**config.mk**
```make
export PLATFORM = sky130hd
export DESIGN_NAME = mfp_ahb_board_io
export DESIGN_NICKNAME = d
export VERILOG_FILES = /design/src/rtl/mfp_ahb_board_io.sv
export SDC_FILE = /design/constraint.sdc
export NUM_CORES = 1
export LEC_CHECK = 0
export ABC_AREA = 1
export CAP_MARGIN = 25
export CELL_PAD_IN_SITES_DETAIL_PLACEMENT = 0
export CELL_PAD_IN_SITES_GLOBAL_PLACEMENT = 1
export CORE_AREA = 2 2 195 101
export CTS_BUF_LIST = sky130_fd_sc_hd__clkbuf_2 sky130_fd_sc_hd__clkbuf_4 sky130_fd_sc_hd__clkbuf_8
export DETAILED_ROUTE_END_ITERATION = 10
export DIE_AREA = 0 0 197 103
export GPL_TIMING_DRIVEN = 0
export PLACE_DENSITY_LB_ADDON = 0.1
export SLEW_MARGIN = 15
export SYNTH_ARGS = -nofsm -noshare
export SYNTH_HDL_FRONTEND = slang
export SYNTH_SLANG_ARGS = --single-unit
```
**constraint.sdc**
```tcl
create_clock -name clk -period 1.7 [get_ports clk]
set_input_delay 0.425 -clock clk [delete_from_list [all_inputs] [get_ports clk]]
set_output_delay 0.425 -clock clk [all_outputs]
set_load 0.005 [all_outputs]
```
**src/rtl/mfp_ahb_board_io.sv**
```systemverilog
// rtl/mfp_ahb_board_io.sv - AHB-Lite board I/O responder: LED, synchronized SW/KEY, prescaled timer with compare IRQ.
// Optional ERROR response for unmapped offsets when MFP_BOARD_IO_ERR_RESP_EN is defined.
module mfp_ahb_board_io #(
    parameter int PRESCALE    = 10,
    parameter int SYNC_STAGES = 2
) (
    input  logic        clk,
    input  logic        reset,
    input  logic        HSEL,
    input  logic [31:0] HADDR,
    input  logic [1:0]  HTRANS,
    input  logic        HWRITE,
    input  logic [2:0]  HSIZE,
    input  logic [31:0] HWDATA,
    input  logic        HREADY,
    output logic [31:0] HRDATA,
    output logic        HREADYOUT,
    output logic        HRESP,
    input  logic [3:0]  SW,
    input  logic [1:0]  KEY,
    output logic [7:0]  LED,
    output logic        IRQ
);

    typedef enum logic [1:0] {
        ST_IDLE,
`ifdef MFP_BOARD_IO_ERR_RESP_EN
        ST_DATA,
        ST_ERR2
`else
        ST_DATA
`endif
    } state_t;

    localparam logic [15:0] PS_LAST = 16'(PRESCALE - 1);

    state_t                        r_state;
    state_t                        w_next_state;
    logic [3:0]                    r_addr;
    logic                          r_write;
    logic [7:0]                    r_led;
    logic [31:0]                   r_timer;
    logic [31:0]                   r_compare;
    logic [15:0]                   r_presc;
    logic                          r_status;
    logic [SYNC_STAGES-1:0][3:0]   r_sw_sync;
    logic [SYNC_STAGES-1:0][1:0]   r_key_sync;

    logic        w_req;
    logic        w_ready;
    logic        w_resp;
    logic        w_dphase;
    logic        w_wr;
    logic        w_wr_led;
    logic        w_wr_timer;
    logic        w_wr_cmp;
    logic        w_wr_status;
    logic        w_tick;
    logic        w_match;
    logic [31:0] w_timer_inc;
    logic        w_unused;

    assign w_unused = ^{HSIZE, HADDR[31:6], HADDR[1:0]};

    assign w_req = HSEL && HREADY && HTRANS[1];

    always_ff @(posedge clk) begin
        if (reset) begin
            r_state <= ST_IDLE;
            r_addr  <= 4'd0;
            r_write <= 1'b0;
        end else begin
            r_state <= w_next_state;
            if (w_req && w_ready) begin
                r_addr  <= HADDR[5:2];
                r_write <= HWRITE;
            end
        end
    end

    // A new address phase is only taken in cycles where this responder drives HREADYOUT high.
    always_comb begin
        w_next_state = r_state;
        w_ready      = 1'b1;
        w_resp       = 1'b0;
        w_dphase     = 1'b0;
        case (r_state)
            ST_IDLE: begin
                w_next_state = w_req ? ST_DATA : ST_IDLE;
            end
            ST_DATA: begin
                w_dphase = 1'b1;
`ifdef MFP_BOARD_IO_ERR_RESP_EN
                if (r_addr > 4'd5) begin
                    w_ready      = 1'b0;
                    w_resp       = 1'b1;
                    w_next_state = ST_ERR2;
                end else begin
                    w_next_state = w_req ? ST_DATA : ST_IDLE;
                end
`else
                w_next_state = w_req ? ST_DATA : ST_IDLE;
`endif
            end
`ifdef MFP_BOARD_IO_ERR_RESP_EN
            ST_ERR2: begin
                w_resp       = 1'b1;
                w_next_state = w_req ? ST_DATA : ST_IDLE;
            end
`endif
            default: begin
                w_next_state = ST_IDLE;
            end
        endcase
    end

    assign HREADYOUT = w_ready;
    assign HRESP     = w_resp;

    assign w_wr        = w_dphase && w_ready && r_write;
    assign w_wr_led    = w_wr && (r_addr == 4'd0);
    assign w_wr_timer  = w_wr && (r_addr == 4'd3);
    assign w_wr_cmp    = w_wr && (r_addr == 4'd4);
    assign w_wr_status = w_wr && (r_addr == 4'd5);

    always_ff @(posedge clk) begin
        if (reset) begin
            r_sw_sync  <= '0;
            r_key_sync <= '0;
        end else begin
            r_sw_sync  <= {r_sw_sync[SYNC_STAGES-2:0], SW};
            r_key_sync <= {r_key_sync[SYNC_STAGES-2:0], ~KEY};
        end
    end

    // Only a counting increment can raise the match flag; loads of TIMER or COMPARE never do.
    assign w_tick      = (r_presc == PS_LAST);
    assign w_timer_inc = r_timer + 32'd1;
    assign w_match     = w_tick && !w_wr_timer && (w_timer_inc == r_compare);

    always_ff @(posedge clk) begin
        if (reset) begin
            r_led     <= 8'd0;
            r_timer   <= 32'd0;
            r_presc   <= 16'd0;
            r_compare <= 32'hFFFF_FFFF;
            r_status  <= 1'b0;
        end else begin
            if (w_wr_timer) begin
                r_timer <= HWDATA;
                r_presc <= 16'd0;
            end else if (w_tick) begin
                r_timer <= w_timer_inc;
                r_presc <= 16'd0;
            end else begin
                r_presc <= r_presc + 16'd1;
            end
            if (w_wr_led) r_led <= HWDATA[7:0];
            if (w_wr_cmp) r_compare <= HWDATA;
            if (w_match) begin
                r_status <= 1'b1;
            end else if (w_wr_status && HWDATA[0]) begin
                r_status <= 1'b0;
            end
        end
    end

    always_comb begin
        HRDATA = 32'd0;
        if (w_dphase) begin
            case (r_addr)
                4'd0:    HRDATA = {24'd0, r_led};
                4'd1:    HRDATA = {28'd0, r_sw_sync[SYNC_STAGES-1]};
                4'd2:    HRDATA = {30'd0, r_key_sync[SYNC_STAGES-1]};
                4'd3:    HRDATA = r_timer;
                4'd4:    HRDATA = r_compare;
                4'd5:    HRDATA = {31'd0, r_status};
                default: HRDATA = 32'd0;
            endcase
        end
    end

    assign LED = r_led;
    assign IRQ = r_status;

endmodule

```
==> results of run 1 <==
==> cells by family after synthesis <==
logic type      share of synthesized area
buf+inv                            0.0959
xor+xnor                           0.0210
compound gates                      0.164
fa+ha+maj                         0.00601
other cells                       0.00120
simple gates                        0.369
flops                               0.343
==> layout by cell type, fill, tap and decap left out, drive strengths merged, types with 6 or more instances in the layout <==
cell type / Yosys / layout
nand3: 82 / 82
inv: 115 / 114
dfxtp: 107 / 107
clkdlybuf4s50: 0 / 47
a21oi: 86 / 86
nor2: 115 / 115
a31oi: 20 / 20
buf: 11 / 131
a22oi: 6 / 6
clkbuf: 27 / 33
xor2: 6 / 6
o21ai: 42 / 42
o22ai: 6 / 6
nand2: 315 / 315
a221oi: 8 / 8
nand4: 6 / 6
==> layer usage <==
metal,wire length [µm],vias up
met4,160,0
met2,9550,282
met1,15100,3445
met5,0,-
li1,-,3605
met3,2370,19
==> state kept, by name, indices dropped and copies added, names as in the netlist <==
signal,flops
r_compare,32
r_timer,32
r_presc,16
LED,8
r_sw_sync,8
r_addr,4
r_key_sync,4
IRQ,1
r_state,1
r_write,1
==> critical path, cell delays in order, from the launching register on <==
cell and delay [ps]:
dfxtp_2 330, inv_2 80, nand2_4 60, nor2_4 100, buf_8 130, buf_4 130, clkbuf_16 140, buf_6 90
buf_6 90, nand2_2 40, a21oi_2 120, buf_2 120
==> final timing paths <==
path,startpoint,endpoint,slack [ps],depth (start not counted)
max,r_addr[2],HRDATA[22],-560,11
min,r_sw_sync[2],r_sw_sync[6],410,2
max reg2reg,r_timer[1],IRQ,-520,13
min reg2reg,r_sw_sync[2],r_sw_sync[6],410,2
==> power by group through the flow <==
stage          logic [mW]  registers, mW  clock network (mW)
2_1_floorplan       0.151           2.60                   0
3_3_place_gp        0.367           2.61                   0
3_5_place_dp        0.364           2.61                   0
4_1_cts             0.458           2.54                1.52
5_1_grt             0.626           2.54                1.59
6_report            0.587           2.53                1.49
==> timing repair <==
action                                  CTS  global route
gates cloned                              1             8
gates resized for setup                 338           301
endpoints found under the setup margin  128           120
buffers inserted                         42            37
pin swaps                                50            79
==> per-stage QoR <==
step	total power [mW]	worst slack, ps	TNS, ps	hold slack, ps	instances
after floorplan	2.75	-62.2	-62.2	388	995
after global placement	2.97	-1300	-81780	394	1329
after detailed placement	2.97	-1320	-78330	396	1330
after CTS	4.52	-644	-34550	414	1386
after global routing	4.75	-679	-32000	433	1428
final	4.61	-562	-23960	411	1428
==> area by class of cell <==
cell class | count | area, µm² | share of cell area
Buffer | 37 | 400 | 0.0408
Clock buffer | 9 | 124 | 0.0126
Clock inverter | 5 | 31.3 | 0.00319
Inverter | 118 | 489 | 0.0499
Multi-Input combinational cell | 732 | 4550 | 0.464
Sequential cell | 107 | 2230 | 0.228
Tap cell | 247 | 309 | 0.0315
Timing Repair Buffer | 173 | 1670 | 0.170
==> run summary, run 1 <==
Cells after Synth: 995
Vias in the first global route: 6254
Die W: 197 µm
Antenna violations before repair: 0
Num CTS Buffers: 9
Most numerous cell in the Yosys netlist: nand2_1
Number of hold buffers added after cts: 0
Sequential element share of the synthesized area: 0.343
Worst Hold Class: reg -> reg
Commonest cells post-synth: nand2_1 (303), inv_1 (112), dfxtp_1 (107)
Die span in y: 103 µm
Combinational Power Share: 0.127
Share of layout cells above drive strength 1: 0.375
Critical path required time: 1270 ps
Placed Area: 7450 µm²
RSZ-0062 raised after global routing: yes
Layout Utilization: 0.521
Reg clk slew, reported paths: 110 ps
Max-cap viol count: 0
Cell Pwr Density: 471 nW/µm²
Fillers: 1873
P&R area growth vs syn: 56.9%
Clock period minus worst slack: 2260 ps
Hold Violations, Final: 0
Vias after detailed routing: 7351
Failing checks: setup timing
Met1 GRT Util: 0.429
Status: complete, but fails checks
NetSw: 1.31 mW
GR Overflow Total: 0
Int Pwr: 3.31 mW
Total core area: 18800 µm²
Worst-margin pin slew: 1040 ps
Final wirelength: 27200 µm
Syn_nets: 1078
Mapped Area: 6250 µm²
Crit path launch type: flop
Slew Viols, Final: 0
Synth top area share: 0.343
# diodes: 0
Vias per inst: 5.15
Fmax achieved: 0.442 GHz
Kind of critical path: reg -> out
Root Buffer: clkbuf_8
Clk pwr share: 0.324
Worst-path fanout max: 5
Most Used Layer, Global Route: met1
Yosys reg bits: 107
Worst-case clock buffer depth: 2
Fin worst setup slack: -562 ps
Port-buffer cells: 87
Part of the power in registers: 0.549
Remaining DRCs: 0
Drt pass-1 iters: 5
Row Count: 36
GR Util met2: 0.312
Ports: 123
# setup viols final: 105
Fin area: 9800 µm²
Final nets: 1261
Tot GR Track Use: 0.254
Largest net degree at the start of global routing: 17
M3 GR Usage: 0.0586
Die Footprint: 20300 µm²
Mean Syn Cell Area: 6.28 µm²
Dominant cells by area after synthesis: dfxtp_1 (34%), nand2_1 (18%), a21oi_1 (6.9%), inv_1 (6.7%), nand3_1 (6.4%)
Critical path endpoint category: output pin
Setup Skew: 14.1 ps
CTS sink count: 107
TritonCTS clock tree: built
HPWL after DPL: 19100 µm
# H-tree levels: 3
Slew HR: 0.305
WL/cell: 19.0 µm
Main flop type after synthesis: dfxtp_1
Synth unique cells: 48
Yosys top cell by area: dfxtp_1
Period utilization: 1.33
Synthesis Warnings: 0
Initial cell density of the core: 0.332
Final Wtd Congestion: 0.905
Number of synthesized flops with an enable pin: 0
Worst VDD drop: 0.000331 V
P_leak: 4.10 nW
Fraction of registers with async set/reset: 0
DRT iter0 DRCs: 638
Switch share: 0.283
Clk Latency, worst-skew pair: 400 ps
First-pass GRT wire length: 38200 µm
Critical Path AT: 1840 ps
Final ANT Viol Nets: 0
No activity file was read; power rests on OpenSTA's default activity.
==> run 2, diff against run 1 <==
Settings changed: PLACE_DENSITY from default to 0.81, PLACE_DENSITY_LB_ADDON 0.1 to default.
==> run summary, run 2 (same netlist as run 1, synthesis figures left out) <==
Num CTS Buffers: 9 (unchanged)
Status: complete, but fails checks (unchanged)
Share of layout cells above drive strength 1: 0.331 (was 0.375)
Worst-case clock buffer depth: 2 (unchanged)
HPWL after DPL: 18700 µm (was 19100 µm)
Slew Viols, Final: 0 (unchanged)
RSZ-0062 raised after global routing: yes (unchanged)
R2R Path Start: r_timer[0] (was r_timer[1])
Final wirelength: 26800 µm (was 27200 µm)
Placed Area: 7440 µm² (was 7450 µm²)
Failing checks: setup timing (unchanged)
Number of hold buffers added after cts: 0 (unchanged)
Final nets: 1252 (was 1261)
# setup viols final: 85 (was 105)
Critical path required time: 1270 ps (about the same)
Total core area: 18800 µm² (unchanged)
Kind of critical path: reg -> out (unchanged)
P&R area growth vs syn: 53.5% (was 56.9%)
Vias per inst: 5.23 (was 5.15)
Port-buffer cells: 87 (unchanged)
WL/cell: 18.9 µm (was 19.0 µm)
Final Wtd Congestion: 0.907 (was 0.905)
Die Footprint: 20300 µm² (unchanged)
Worst VDD drop: 0.000443 V (was 0.000331 V)
CTS sink count: 107 (unchanged)
Drt pass-1 iters: 8 (was 5)
Final ANT Viol Nets: 0 (unchanged)
# H-tree levels: 3 (unchanged)
Setup Skew: 17.5 ps (was 14.1 ps)
Ports: 123 (unchanged)
Critical path buffer and inverter count: 4 (was 7)
Critical path origin: r_addr[3] (was r_addr[2])
Root Buffer: clkbuf_8 (unchanged)
Clk Latency, worst-skew pair: 400 ps (about the same)
CP cell instances: inv_2, nand2_4, nor2_4, clkbuf_16, clkinvlp_4, o21ai_1, a31oi_1, a41oi_1, buf_2 (was inv_2, nand2_4, nor2_4, buf_8, buf_4, clkbuf_16, buf_6, buf_6, nand2_2, a21oi_2, buf_2)
Fin area: 9590 µm² (was 9800 µm²)
CP top delay family: buffers and inverters (unchanged)
Critical path's largest stage delay: 340 ps (was 330 ps)
Cell Pwr Density: 517 nW/µm² (was 471 nW/µm²)
# diodes: 0 (unchanged)
Vias after detailed routing: 7423 (was 7351)
Fin worst setup slack: -552 ps (was -562 ps)
Critical path endpoint category: output pin (unchanged)
Largest net degree at the start of global routing: 16 (was 17)
GR Overflow Total: 0 (unchanged)
Critical Path AT: 1830 ps (was 1840 ps)
Slew HR: 0.424 (was 0.305)
Clock period minus worst slack: 2250 ps (was 2260 ps)
Antenna violations before repair: 0 (unchanged)
Slowest-stage cell, CP: dfxtp_2 (unchanged)
Worst-margin pin slew: 864 ps (was 1040 ps)
Tot GR Track Use: 0.256 (was 0.254)
Biggest regs: r_compare: 32 flops, r_timer: 32 flops, r_presc: 16 flops (unchanged)
TritonCTS clock tree: built (unchanged)
Reg clk slew, reported paths: 110 ps (about the same)
Worst Hold Class: reg -> reg (unchanged)
Initial cell density of the core: 0.332 (unchanged)
Hold Violations, Final: 0 (unchanged)
Fillers: 1886 (was 1873)
Vias in the first global route: 6574 (was 6254)
Row Count: 36 (unchanged)
Fmax achieved: 0.444 GHz (was 0.442 GHz)
Commonest non-fill, non-tap cell in the layout: nand2_1 (unchanged)
Remaining DRCs: 0 (unchanged)
Worst-path fanout max: 6 (was 5)
Max-cap viol count: 0 (unchanged)
Commonest non-fill, non-tap cells in the layout: nand2_1 (259), inv_1 (99), dfxtp_1 (69) (was nand2_1 (241), inv_1 (98), nand3_1 (69))
Layout Utilization: 0.509 (was 0.521)
Period utilization: 1.32 (was 1.33)
First-pass GRT wire length: 38600 µm (was 38200 µm)
P_leak: 4.10 nW (about the same)
Die span in y: 103 µm (unchanged)
Crit path launch type: flop (unchanged)
Die W: 197 µm (unchanged)
DRT iter0 DRCs: 884 (was 638)
Critical hold path startpoint: r_sw_sync[1] (was r_sw_sync[2])
-- run 2: cell types whose count changed in the layout (fill, tap and decap cells not counted), sizes merged, moves of 2 or more --
cell / change
inv: -2
buf: -13
bufinv: +2
clkdlybuf4s15: +3
clkbuf: +3
-- run 2: worst reg2reg max path, stage by stage, from the launching register on --
cell	delay, ps
dfxtp_4	400
clkinvlp_4	130
nor2_4	250
nand2_4	110
nor2_4	250
nand2_1	110
nand3_1	90
nand2_1	50
nor2_1	250
nand3_1	130
nor2_1	130
nand3_2	130
a21oi_2	130
-- run 2: layout make-up --
cell class,count,area [µm²],share of cell area
multi-input combinational,732,4380,0.457
inverter,118,489,0.0510
clock inverter,2,60.1,0.00626
timing repair inverter,1,8.76,0.000913
buffer,35,399,0.0416
clock buffer,12,159,0.0166
timing repair buffer,165,1570,0.163
tap,247,309,0.0322
sequential,107,2210,0.231
-- run 2: timing repair --
item | 4_1_cts | 5_1_grt
gates cloned | 2 | 3
buffers inserted | 50 | 27
pin swaps | 55 | 55
gates resized for setup | 360 | 184
endpoints found under the setup margin | 127 | 116
-- run 2: path summary, 6_finish.rpt --
| check | to | slack (ps) | depth (start not counted) |
|---|---|---|---|
| worst max register to register | IRQ | -520 | 12 |
| worst max-delay path | HRDATA[0] | -550 | 9 |
| worst min-delay path | r_sw_sync[5] | 410 | 2 |
| worst min register to register | r_sw_sync[5] | 410 | 2 |
-- run 2: report_power, final --
| part | internal, mW | leakage, nW | total (mW) | switching (mW) |
|---|---|---|---|---|
| clock network | 0.914 | 0.112 | 1.86 | 0.950 |
| registers | 2.52 | 0.889 | 2.55 | 0.0239 |
| logic | 0.262 | 3.10 | 0.551 | 0.289 |
-- run 2: metrics by stage --
step / TNS [ps] / total power, mW / hold WS (ps) / setup slack, ps / cells
4_1_cts: -16250 / 4.89 / 410 / -612 / 1395
2_1_floorplan: -62.2 / 2.75 / 388 / -62.2 / 995
3_5_place_dp: -70280 / 2.97 / 395 / -1160 / 1329
3_3_place_gp: -71160 / 2.97 / 395 / -1170 / 1329
6_report: -19470 / 4.96 / 410 / -552 / 1419
5_1_grt: -25500 / 5.10 / 434 / -653 / 1419
-- run 2: layer usage --
metal,share of wire,vias up,GRT usage
li1,-,3582,-
met1,0.51,3434,0.407
met2,0.36,388,0.313
met3,0.12,19,0.0978
met4,0.0078,0,0.0376
met5,0,-,0
